===== src/rtl/register_write_arbiter_pkg.sv =====
// Shared definitions for the register write arbiter.
//   - State encoding for the arbiter FSM.
//   - Data width of the shared enable-load register.
//   - clog2_f: index width helper (never returns less than 1).
package reg_arb_pkg;

  localparam int unsigned DW = 16;

  localparam logic [1:0] ST_IDLE  = 2'd0;
  localparam logic [1:0] ST_WRITE = 2'd1;
  localparam logic [1:0] ST_ACK   = 2'd2;

  typedef enum logic [1:0] {
    StIdle  = ST_IDLE,
    StWrite = ST_WRITE,
    StAck   = ST_ACK
  } arb_state_e;

  function automatic int unsigned clog2_f(input int unsigned n);
    int unsigned r;
    r = 0;
    for (int i = 0; i < 32; i++) begin
      if ((64'd1 << i) < 64'(n)) r = i + 1;
    end
    return (r == 0) ? 1 : r;
  endfunction

endpackage


===== src/rtl/register_write_arbiter_rr_pick.sv =====
// Combinational round-robin picker.
//   req     : per-requester request bits
//   ptr     : highest-priority index for this pick
//   any_req : at least one request is set
//   win_id  : first set request scanning ptr, ptr+1, ... modulo NREQ
module rr_pick #(
  parameter int unsigned NREQ = 4,
  parameter int unsigned IDW  = 2
) (
  input  logic [NREQ-1:0] req,
  input  logic [IDW-1:0]  ptr,
  output logic            any_req,
  output logic [IDW-1:0]  win_id
);

  always_comb begin
    int unsigned idx;
    logic [IDW-1:0] idx_w;
    any_req = 1'b0;
    win_id  = '0;
    for (int unsigned i = 0; i < NREQ; i++) begin
      // Modulo keeps indices below NREQ even when NREQ is not a power of two.
      idx   = (32'(ptr) + i) % NREQ;
      idx_w = IDW'(idx);
      if (!any_req && req[idx_w]) begin
        any_req = 1'b1;
        win_id  = idx_w;
      end
    end
  end

endmodule


===== src/rtl/register_write_arbiter.sv =====
// Round-robin write arbiter for one shared 16-bit enable-load register.
// One transaction: IDLE (pick winner) -> WRITE (reg_EN=1, reg_D=winner data)
// -> ACK (one-cycle ack to winner, advance pointer) -> IDLE.
//   Clk, reset : rising-edge clock, synchronous active-low reset
//   req        : per-requester request, held until ack
//   wr_data    : flattened data, requester i at [i*DW +: DW]
//   ack        : one-cycle completion pulse to the winner
//   reg_D      : register data bus (zero outside WRITE)
//   reg_EN     : register load enable (high only in WRITE)
//   busy       : high whenever not idle
//   grant_id   : current or most recent winner
module register_write_arbiter #(
  parameter int unsigned NREQ = 4,
  parameter int unsigned DW   = reg_arb_pkg::DW,
  parameter int unsigned IDW  = reg_arb_pkg::clog2_f(NREQ)
) (
  input  logic             Clk,
  input  logic             reset,
  input  logic [NREQ-1:0]  req,
  input  logic [NREQ*DW-1:0] wr_data,
  output logic [NREQ-1:0]  ack,
  output logic [DW-1:0]    reg_D,
  output logic             reg_EN,
  output logic             busy,
  output logic [IDW-1:0]   grant_id
);

  import reg_arb_pkg::*;

  arb_state_e     state_q, state_d;
  logic [IDW-1:0] ptr_q, ptr_d;
  logic [IDW-1:0] grant_q, grant_d;
  logic           any_req;
  logic [IDW-1:0] win_id;

  rr_pick #(
    .NREQ (NREQ),
    .IDW  (IDW)
  ) u_rr_pick (
    .req     (req),
    .ptr     (ptr_q),
    .any_req (any_req),
    .win_id  (win_id)
  );

  always_comb begin
    state_d = state_q;
    ptr_d   = ptr_q;
    grant_d = grant_q;
    unique case (state_q)
      StIdle: begin
        if (any_req) begin
          grant_d = win_id;
          state_d = StWrite;
        end
      end
      StWrite: state_d = StAck;
      StAck: begin
        // Last winner drops to lowest priority.
        ptr_d   = (grant_q == IDW'(NREQ - 1)) ? '0 : grant_q + IDW'(1);
        state_d = StIdle;
      end
      default: state_d = StIdle;
    endcase
  end

  // Outputs decode registered state only; no combinational path from req.
  always_comb begin
    reg_D = '0;
    ack   = '0;
    for (int i = 0; i < int'(NREQ); i++) begin
      if (grant_q == IDW'(i)) begin
        if (state_q == StWrite) reg_D = wr_data[i*DW +: DW];
        if (state_q == StAck) ack[i] = 1'b1;
      end
    end
  end

  assign reg_EN   = (state_q == StWrite);
  assign busy     = (state_q != StIdle);
  assign grant_id = grant_q;

  always_ff @(posedge Clk) begin
    if (!reset) begin
      state_q <= StIdle;
      ptr_q   <= '0;
      grant_q <= '0;
    end else begin
      state_q <= state_d;
      ptr_q   <= ptr_d;
      grant_q <= grant_d;
    end
  end

endmodule


===== config.mk =====
export PLATFORM = sky130hd
export DESIGN_NAME = register_write_arbiter
export DESIGN_NICKNAME = d
export VERILOG_FILES = /design/src/rtl/register_write_arbiter_pkg.sv /design/src/rtl/register_write_arbiter_rr_pick.sv /design/src/rtl/register_write_arbiter.sv
export SDC_FILE = /design/constraint.sdc
export NUM_CORES = 1
export LEC_CHECK = 0
export ABC_AREA = 1
export CAP_MARGIN = 20
export CORE_MARGIN = 2
export CORE_UTILIZATION = 30
export CTS_BUF_LIST = sky130_fd_sc_hd__clkbuf_16
export CTS_CLUSTER_SIZE = 40
export DETAILED_ROUTE_END_ITERATION = 10
export PLACE_DENSITY_LB_ADDON = 0.25
export SLEW_MARGIN = 10
export SYNTH_ARGS = -nofsm -noshare
export SYNTH_HDL_FRONTEND = slang
export SYNTH_SLANG_ARGS = --single-unit

===== constraint.sdc =====
create_clock -name Clk -period 1.8 [get_ports Clk]
set_clock_uncertainty 0.05 [all_clocks]
set_input_delay 0.36 -clock Clk [delete_from_list [all_inputs] [get_ports Clk]]
set_output_delay 0.36 -clock Clk [all_outputs]
set_load 0.02 [all_outputs]

==> metrics.md, run 1 <==
| Metric | Value |
|---|---|
| Status | `complete, but fails checks` |
| Failing checks | `setup timing` |
| Clock buffers created by TritonCTS | `3` |
| Synth unique cells | `21` |
| Global routing usage summed across all routing layers | `21.58%` |
| Die Area | `0.004420 mm2` |
| HPWL after detailed placement | `3.597 mm` |
| Synthesized netlist cell count | `214` |
| Post-synthesis cell area | `0.001171 mm2` |
| Type of destination of the critical path | `primary output` |
| Total Power Consumption | `2265 uW` |
| Layout overhead on the synthesized area | `137.6%` |
| Final layout net count | `409` |
| Portion of total power attributed to combinational logic | `75.4%` |
| Clock transition at the register clock pins on the worst setup and hold paths after CTS | `0.04 ns` |
| Number of failing setup endpoints in the final timing report | `16` |
| Overall routed net length | `5.735 mm` |
| Number of global-route vias before repair | `1765` |
| Highest-count cells in the layout ignoring fill and taps | `sky130_fd_sc_hd__clkdlybuf4s50_1, sky130_fd_sc_hd__nand2_1, sky130_fd_sc_hd__buf_4` |
| Worst path arrival time | `1.59 ns` |
| Req. time, crit path | `1.39 ns` |
| Maximum ir drop on the vdd rail | `0.7117 mV` |
| Sequential share of power | `8.3%` |
| Unrepaired setup endpoints after global routing | `yes` |
| Max Fclk | `500.8 MHz` |
| Max-slew violation count | `0` |
| TritonCTS clock tree | `built` |
| Leftover overflow at the end of global routing | `0` |
| Die height | `66.48 um` |
| Portion of the post-synthesis area used by sequential elements | `10.26%` |
| Std-Cell Core Area | `0.003716 mm2` |
| Crit start category | `register` |
| Worst Slack Setup Final | `-0.1967 ns` |
| Die Wd | `66.48 um` |
| Switching power summed over all nets | `958.0 uW` |
| Number of hold buffers added after cts | `0` |
| Hold WC Path Type | `register to register` |
| Final Hold Violating Endpoints | `0` |
| CP delay by family, top | `flip-flops` |
| WS Path Type | `register to primary output` |
| Buffer depth of the longest clock path | `2` |
| Register bit count reported by yosys | `6` |
| Wire length per cell after detailed routing | `15.01 um` |
| Sink Count | `6` |
| Max-cap viol count | `0` |
| Share of cells above drive strength 1 | `38.32%` |
| Clk Latency, worst-skew pair | `0.23 ns` |
| First-pass GRT wire length | `7.590 mm` |
| Top fanout value on the critical path | `8` |
| Clk network pwr share | `16.2%` |
| Drc violations | `0` |
| Via Count | `1959` |
| Router iterations before antenna repair | `4` |
| Leading cell type in the layout, fill and taps excluded | `sky130_fd_sc_hd__clkdlybuf4s50_1` |
| Count of nets left with antenna violations after detail routing | `0` |
| Largest net degree at the start of global routing | `23` |
| Post-Syn Area per Cell | `5.473 um2` |
| LEAKAGE | `0.001239 uW` |
| Post-DR vias/cell | `5.128` |
| Internal power consumption | `1307 uW` |
| Tightest Pin Transition | `0.2699 ns` |
| Diodes inserted | `0` |
| Placed insts | `364` |
| Number of non-filler instances in the completed layout | `382` |
| Port Buf Inserts | `93` |
| Initial DRC Count | `84` |
| Master cell of the clock root buffer | `sky130_fd_sc_hd__clkbuf_16` |
| Initial core utilization | `31.52%` |
| Max_slew headroom | `81.99%` |
| Worst setup timing slack at the placement stage | `-0.4868 ns` |
| Row Count | `22` |
| Yosys Warn Count | `0` |
| Power density over the cells | `814.0 mW/mm2` |
| Crit path cell chain | `inv_6 -> ha_4 -> buf_12 -> a21oi_1 -> o21ai_1 -> o211ai_1 -> nand2_1 -> buf_6` |
| Clock period minus final worst setup slack | `1.997 ns` |
| Number of H-tree levels | `1` |
| Switching share of total power | `42.29%` |
| Initial antenna violation count | `0` |
| CP peak stage delay | `0.36 ns` |
| Synthesized Nets | `288` |
| Number of I/O pins | `94` |
| Bufs and invs on worst path | `3` |
| Final clock period utilization by the worst path | `110.9%` |
| RePlAce Congestion | `0.8332` |
| Standard cell with the maximum stage delay on the critical path | `sky130_fd_sc_hd__dfxtp_4` |
cell families (layout without fill, tap and decap cells):
family,after synthesis,in the layout,synth area share (%)
fa+ha+maj,4,4,4.274
buf+inv,35,155,12.93
compound gates,71,71,34.30
simple gates,98,98,38.25
flops,6,6,10.26
what timing repair did:
item                                    in CTS  in global routing
pin swaps                                   13                 31
buffers inserted                             7                  4
resized for setup                          136                 62
cloned                                       2                  3
endpoints found under the setup margin      22                 19
state kept, by name (all words and copies together), names as in the netlist:
| name | count |
|---|---|
| state_q | 2 |
| grant_id | 2 |
| ptr_q | 2 |
final cells by class:
| class | instances | area, um2 |
|---|---|---|
| fillers | 283 | 933.4 |
| repair buffers | 131 | 1348 |
| clock inverters | 1 | 3.754 |
| inverters | 20 | 92.59 |
| well taps | 48 | 60.06 |
| clock buffers | 3 | 75.07 |
| multi-input cells | 173 | 1076 |
| flip-flops and latches | 6 | 127.6 |
synthesized netlist by cell type:
cell type | count | area, um2
sky130_fd_sc_hd__nand2_1 | 48 | 180.2
sky130_fd_sc_hd__nand2_4 | 2 | 22.52
sky130_fd_sc_hd__nand3_1 | 25 | 125.1
sky130_fd_sc_hd__nor2_1 | 13 | 48.80
sky130_fd_sc_hd__dfxtp_1 | 6 | 120.1
sky130_fd_sc_hd__nand2_2 | 8 | 50.05
sky130_fd_sc_hd__ha_1 | 4 | 50.05
sky130_fd_sc_hd__a211oi_1 | 1 | 7.510
sky130_fd_sc_hd__nand3_2 | 1 | 10.01
sky130_fd_sc_hd__a21oi_1 | 20 | 100.1
sky130_fd_sc_hd__o21ai_1 | 10 | 50.05
sky130_fd_sc_hd__o21ai_2 | 1 | 8.760
sky130_fd_sc_hd__buf_6 | 1 | 11.26
sky130_fd_sc_hd__inv_1 | 16 | 60.06
sky130_fd_sc_hd__nor2_4 | 1 | 11.26
sky130_fd_sc_hd__inv_2 | 4 | 15.01
sky130_fd_sc_hd__clkbuf_1 | 3 | 11.26
sky130_fd_sc_hd__buf_2 | 10 | 50.05
sky130_fd_sc_hd__o211ai_1 | 16 | 120.1
sky130_fd_sc_hd__o21ai_0 | 23 | 115.1
sky130_fd_sc_hd__buf_1 | 1 | 3.750
through the flow:
stage	setup TNS, ns	utilization [%]	hold slack, ns	instance area [um2]
final	-2.244	74.88	0.5589	2783
after global placement	-7.643	62.59	0.5198	2326
after floorplan	0	-	0.4216	1214
after detailed placement	-8.127	62.59	0.5364	2326
after CTS	-2.167	70.07	0.5348	2604
after global routing	-3.183	74.88	0.5819	2783
power groups by stage:
stage | clock (uW) | combinational, uW | sequential [uW]
floorplan | 0 | 702 | 192
global route | 381 | 1820 | 191
CTS | 372 | 1460 | 186
finish | 368 | 1710 | 189
detailed placement | 0 | 1310 | 178
global placement | 0 | 1300 | 177
per-layer routing:
| metal | wire [um] | track usage, % |
|---|---|---|
| met3 | 494 | 4.899 |
| met2 | 2884 | 39.50 |
| met5 | 0 | 0 |
| met4 | 68 | 4.082 |
| met1 | 2287 | 25.61 |
final timing paths:
kind | from | end | slack (ns) | cells after the start
hold reg to reg | ptr_q[0]$_SDFFE_PN0N_ | ptr_q[0]$_SDFFE_PN0N_ | 0.56 | 2
setup / recovery | grant_id[1]$_SDFFE_PN0P_ | reg_D[1] | -0.20 | 8
hold / removal | ptr_q[0]$_SDFFE_PN0N_ | ptr_q[0]$_SDFFE_PN0N_ | 0.56 | 2
setup reg to reg | ptr_q[0]$_SDFFE_PN0N_ | grant_id[0]$_SDFFE_PN0P_ | 0.35 | 10
worst reg2reg max path, cell delays in order (launching register included):
cell and delay (ns):
sky130_fd_sc_hd__dfxtp_1 0.33, sky130_fd_sc_hd__buf_4 0.18, sky130_fd_sc_hd__nand2_2 0.07, sky130_fd_sc_hd__nand3_1 0.12, sky130_fd_sc_hd__nand2_2 0.10, sky130_fd_sc_hd__nor2_4 0.15, sky130_fd_sc_hd__nand3_2 0.09, sky130_fd_sc_hd__nand2_2 0.10
sky130_fd_sc_hd__nand2_1 0.05, sky130_fd_sc_hd__nand2_1 0.06, sky130_fd_sc_hd__nor2_1 0.04
Note: power is estimated with default switching activity, not from simulation.
==> inputs of run 2 (changes only) <==
- CTS_CLUSTER_SIZE: 40 -> not set
==> results of run 2 <==
No change in the layout: final DEF, timing and power equal those of run 1.
==> inputs of run 3 (changes only) <==
- CORE_MARGIN: 2 -> 4
==> metrics.md, run 3 (synthesis results as in run 1) <==
| Metric | Value |
|---|---|
| Status | `complete, but fails checks` |
| Failing checks | `setup timing` |
| Seq. cell area | `127.6 um2` |
| Max-cap viol count | `0` |
| Sink Count | `6` |
| Global routing usage summed across all routing layers | `21.03%` |
| Number of global-route vias before repair | `1713` |
| Internal power consumption | `1260 uW` |
| Initial core utilization | `31.52%` |
| Cell depth of the worst hold path | `2` |
| Router iterations before antenna repair | `4` |
| Worst Slack Setup Final | `-0.1749 ns` |
| Maximum ir drop on the vdd rail | `0.6122 mV` |
| Sequential share of power | `8.6%` |
| Leftover overflow at the end of global routing | `0` |
| Tightest Pin Transition | `0.2374 ns` |
| Final worst hold slack | `0.5540 ns` |
| Max_slew headroom | `84.16%` |
| Overall routed net length | `5.841 mm` |
| Startpoint of the lowest-slack hold path | `ptr_q[0]$_SDFFE_PN0N_` |
| Number of non-filler instances in the completed layout | `380` |
| Master cell of the clock root buffer | `sky130_fd_sc_hd__clkbuf_16` |
| Diodes inserted | `0` |
| Crit path cell chain | `buf_6 -> buf_6 -> ha_4 -> buf_4 -> clkbuf_16 -> nand3_1 -> nand2_2 -> buf_6` |
| Slack of the worst reg-to-reg path | `0.28 ns` |
| LEAKAGE | `0.001223 uW` |
| Port Buf Inserts | `93` |
| Share of cells above drive strength 1 | `32.53%` |
| Crit start category | `register` |
| WS Path Type | `register to primary output` |
| First-pass GRT wire length | `8.535 mm` |
| Hold Path End | `ptr_q[0]$_SDFFE_PN0N_` |
| Die height | `70.48 um` |
| Max Fclk | `506.3 MHz` |
| Worst setup timing slack at the placement stage | `-0.5140 ns` |
| CP peak stage delay | `0.35 ns` |
| Standard cell with the maximum stage delay on the critical path | `sky130_fd_sc_hd__dfxtp_4` |
| R2r startpoint | `ptr_q[1]$_SDFFE_PN0N_` |
| Top fanout value on the critical path | `4` |
| Number of cells on the worst reg-to-reg path | `11` |
| Setup TNS Final | `-2.245 ns` |
| Die Wd | `70.48 um` |
| CP delay by family, top | `buffers and inverters` |
| Number of H-tree levels | `1` |
| Hold WC Path Type | `register to register` |
| Row Count | `22` |
| Buffer depth of the longest clock path | `2` |
| Final clock period utilization by the worst path | `109.7%` |
| Worst path arrival time | `1.56 ns` |
| Cell occurring most often along the worst timing path | `sky130_fd_sc_hd__buf_6` |
| Final layout net count | `407` |
| Post-DR vias/cell | `5.103` |
| Wire length per cell after detailed routing | `15.37 um` |
| Req. time, crit path | `1.39 ns` |
| Bufs and invs on worst path | `5` |
| Via Count | `1939` |
| Type of destination of the critical path | `primary output` |
| Count of nets left with antenna violations after detail routing | `0` |
| Max-slew violation count | `0` |
| RePlAce Congestion | `0.8628` |
| Portion of total power attributed to combinational logic | `74.2%` |
| Leading cell type in the layout, fill and taps excluded | `sky130_fd_sc_hd__clkdlybuf4s50_1` |
| Unrepaired setup endpoints after global routing | `yes` |
| Largest net degree at the start of global routing | `18` |
| Final Hold Violating Endpoints | `0` |
| Clk Latency, worst-skew pair | `0.23 ns` |
| Clock buffers created by TritonCTS | `3` |
| Clk network pwr share | `17.2%` |
| Clock period minus final worst setup slack | `1.975 ns` |
| Number of failing setup endpoints in the final timing report | `17` |
| Clock transition at the register clock pins on the worst setup and hold paths after CTS | `0.04 ns` |
| Placed insts | `364` |
| Total area of multi-input combinational cells | `0.001036 mm2` |
| Switching power summed over all nets | `915.9 uW` |
| End of the worst register-to-register path | `grant_id[1]$_SDFFE_PN0P_` |
| Drc violations | `0` |
| Std-Cell Core Area | `0.003716 mm2` |
| TritonCTS clock tree | `built` |
| Highest-count cells in the layout ignoring fill and taps | `sky130_fd_sc_hd__clkdlybuf4s50_1, sky130_fd_sc_hd__nand2_1, sky130_fd_sc_hd__nand3_1` |
| Initial DRC Count | `186` |
| Number of I/O pins | `94` |
| Power density over the cells | `794.4 mW/mm2` |
| Placed Area | `0.002351 mm2` |
| Non-Filler Cell Area, Final | `0.002739 mm2` |
| Switching share of total power | `42.09%` |
| HPWL after detailed placement | `3.878 mm` |
| Initial antenna violation count | `0` |
| Die Area | `0.004967 mm2` |
| Fillers | `285` |
| Layout overhead on the synthesized area | `133.9%` |
## run 3: cell count changes in the layout (fill, tap and decap cells not counted), sizes merged
cell	before	now
buf	57	56
clkbuf	7	5
clkdlybuf4s50	69	70
## run 3: worst min-delay path, cell delays in order, from the launching register on
cell,delay (ns)
sky130_fd_sc_hd__dfxtp_1,0.31
sky130_fd_sc_hd__inv_2,0.15
sky130_fd_sc_hd__a211oi_1,0.09
## run 3: final cells by class
type                    instances  share of cell area (%)
multi-input cells             173                   37.83
clock buffers                   3                   2.741
inverters                      20                   3.381
flip-flops and latches          6                   4.660
well taps                      48                   2.193
clock inverters                 1                  0.1370
repair buffers                129                   49.06
## run 3: repair_timing
item | CTS | global route
endpoints found under the setup margin | 22 | 20
pin swaps | 14 | 6
buffers inserted | 3 | 3
hold buffers | 0 | 0
hold endpoints to repair | 0 | 0
cloned | 4 | 2
gates resized for setup | 149 | 31
## run 3: stage by stage
stage                     power [uW]  util (%)
final                           2176     73.70
after global routing            2311     73.70
after CTS                       2063     70.84
after detailed placement        1510     63.27
after global placement          1497     63.27
after floorplan                894.5         -
## run 3: how the worst max path moves through the flow
stage / cells past startpoint / end / slack (ns) / startpoint
global placement: 8 / reg_D[6] / -0.47 / grant_id[1]$_SDFFE_PN0P_
floorplan: 8 / reg_D[4] / 0.005 / grant_id[0]$_SDFFE_PN0P_
finish: 8 / reg_D[6] / -0.17 / grant_id[1]$_SDFFE_PN0P_
CTS: 8 / reg_D[11] / -0.13 / grant_id[1]$_SDFFE_PN0P_
global route: 8 / reg_D[9] / -0.23 / grant_id[1]$_SDFFE_PN0P_
detailed placement: 8 / reg_D[6] / -0.51 / grant_id[1]$_SDFFE_PN0P_
## run 3: power groups by stage
stage / logic, uW / clock network, uW / registers, uW
2_1_floorplan: 702 / 0 / 192
3_3_place_gp: 1320 / 0 / 176
5_1_grt: 1730 / 389 / 189
6_report: 1620 / 373 / 187
4_1_cts: 1510 / 373 / 185
3_5_place_dp: 1330 / 0 / 177
## run 3: metal layers
metal	vias up	GRT usage, %	routed length (um)
met4	0	3.191	42
met3	4	3.741	594
met1	869	29.16	2417
met2	99	34.30	2787
met5	-	0	0
li1	967	-	-
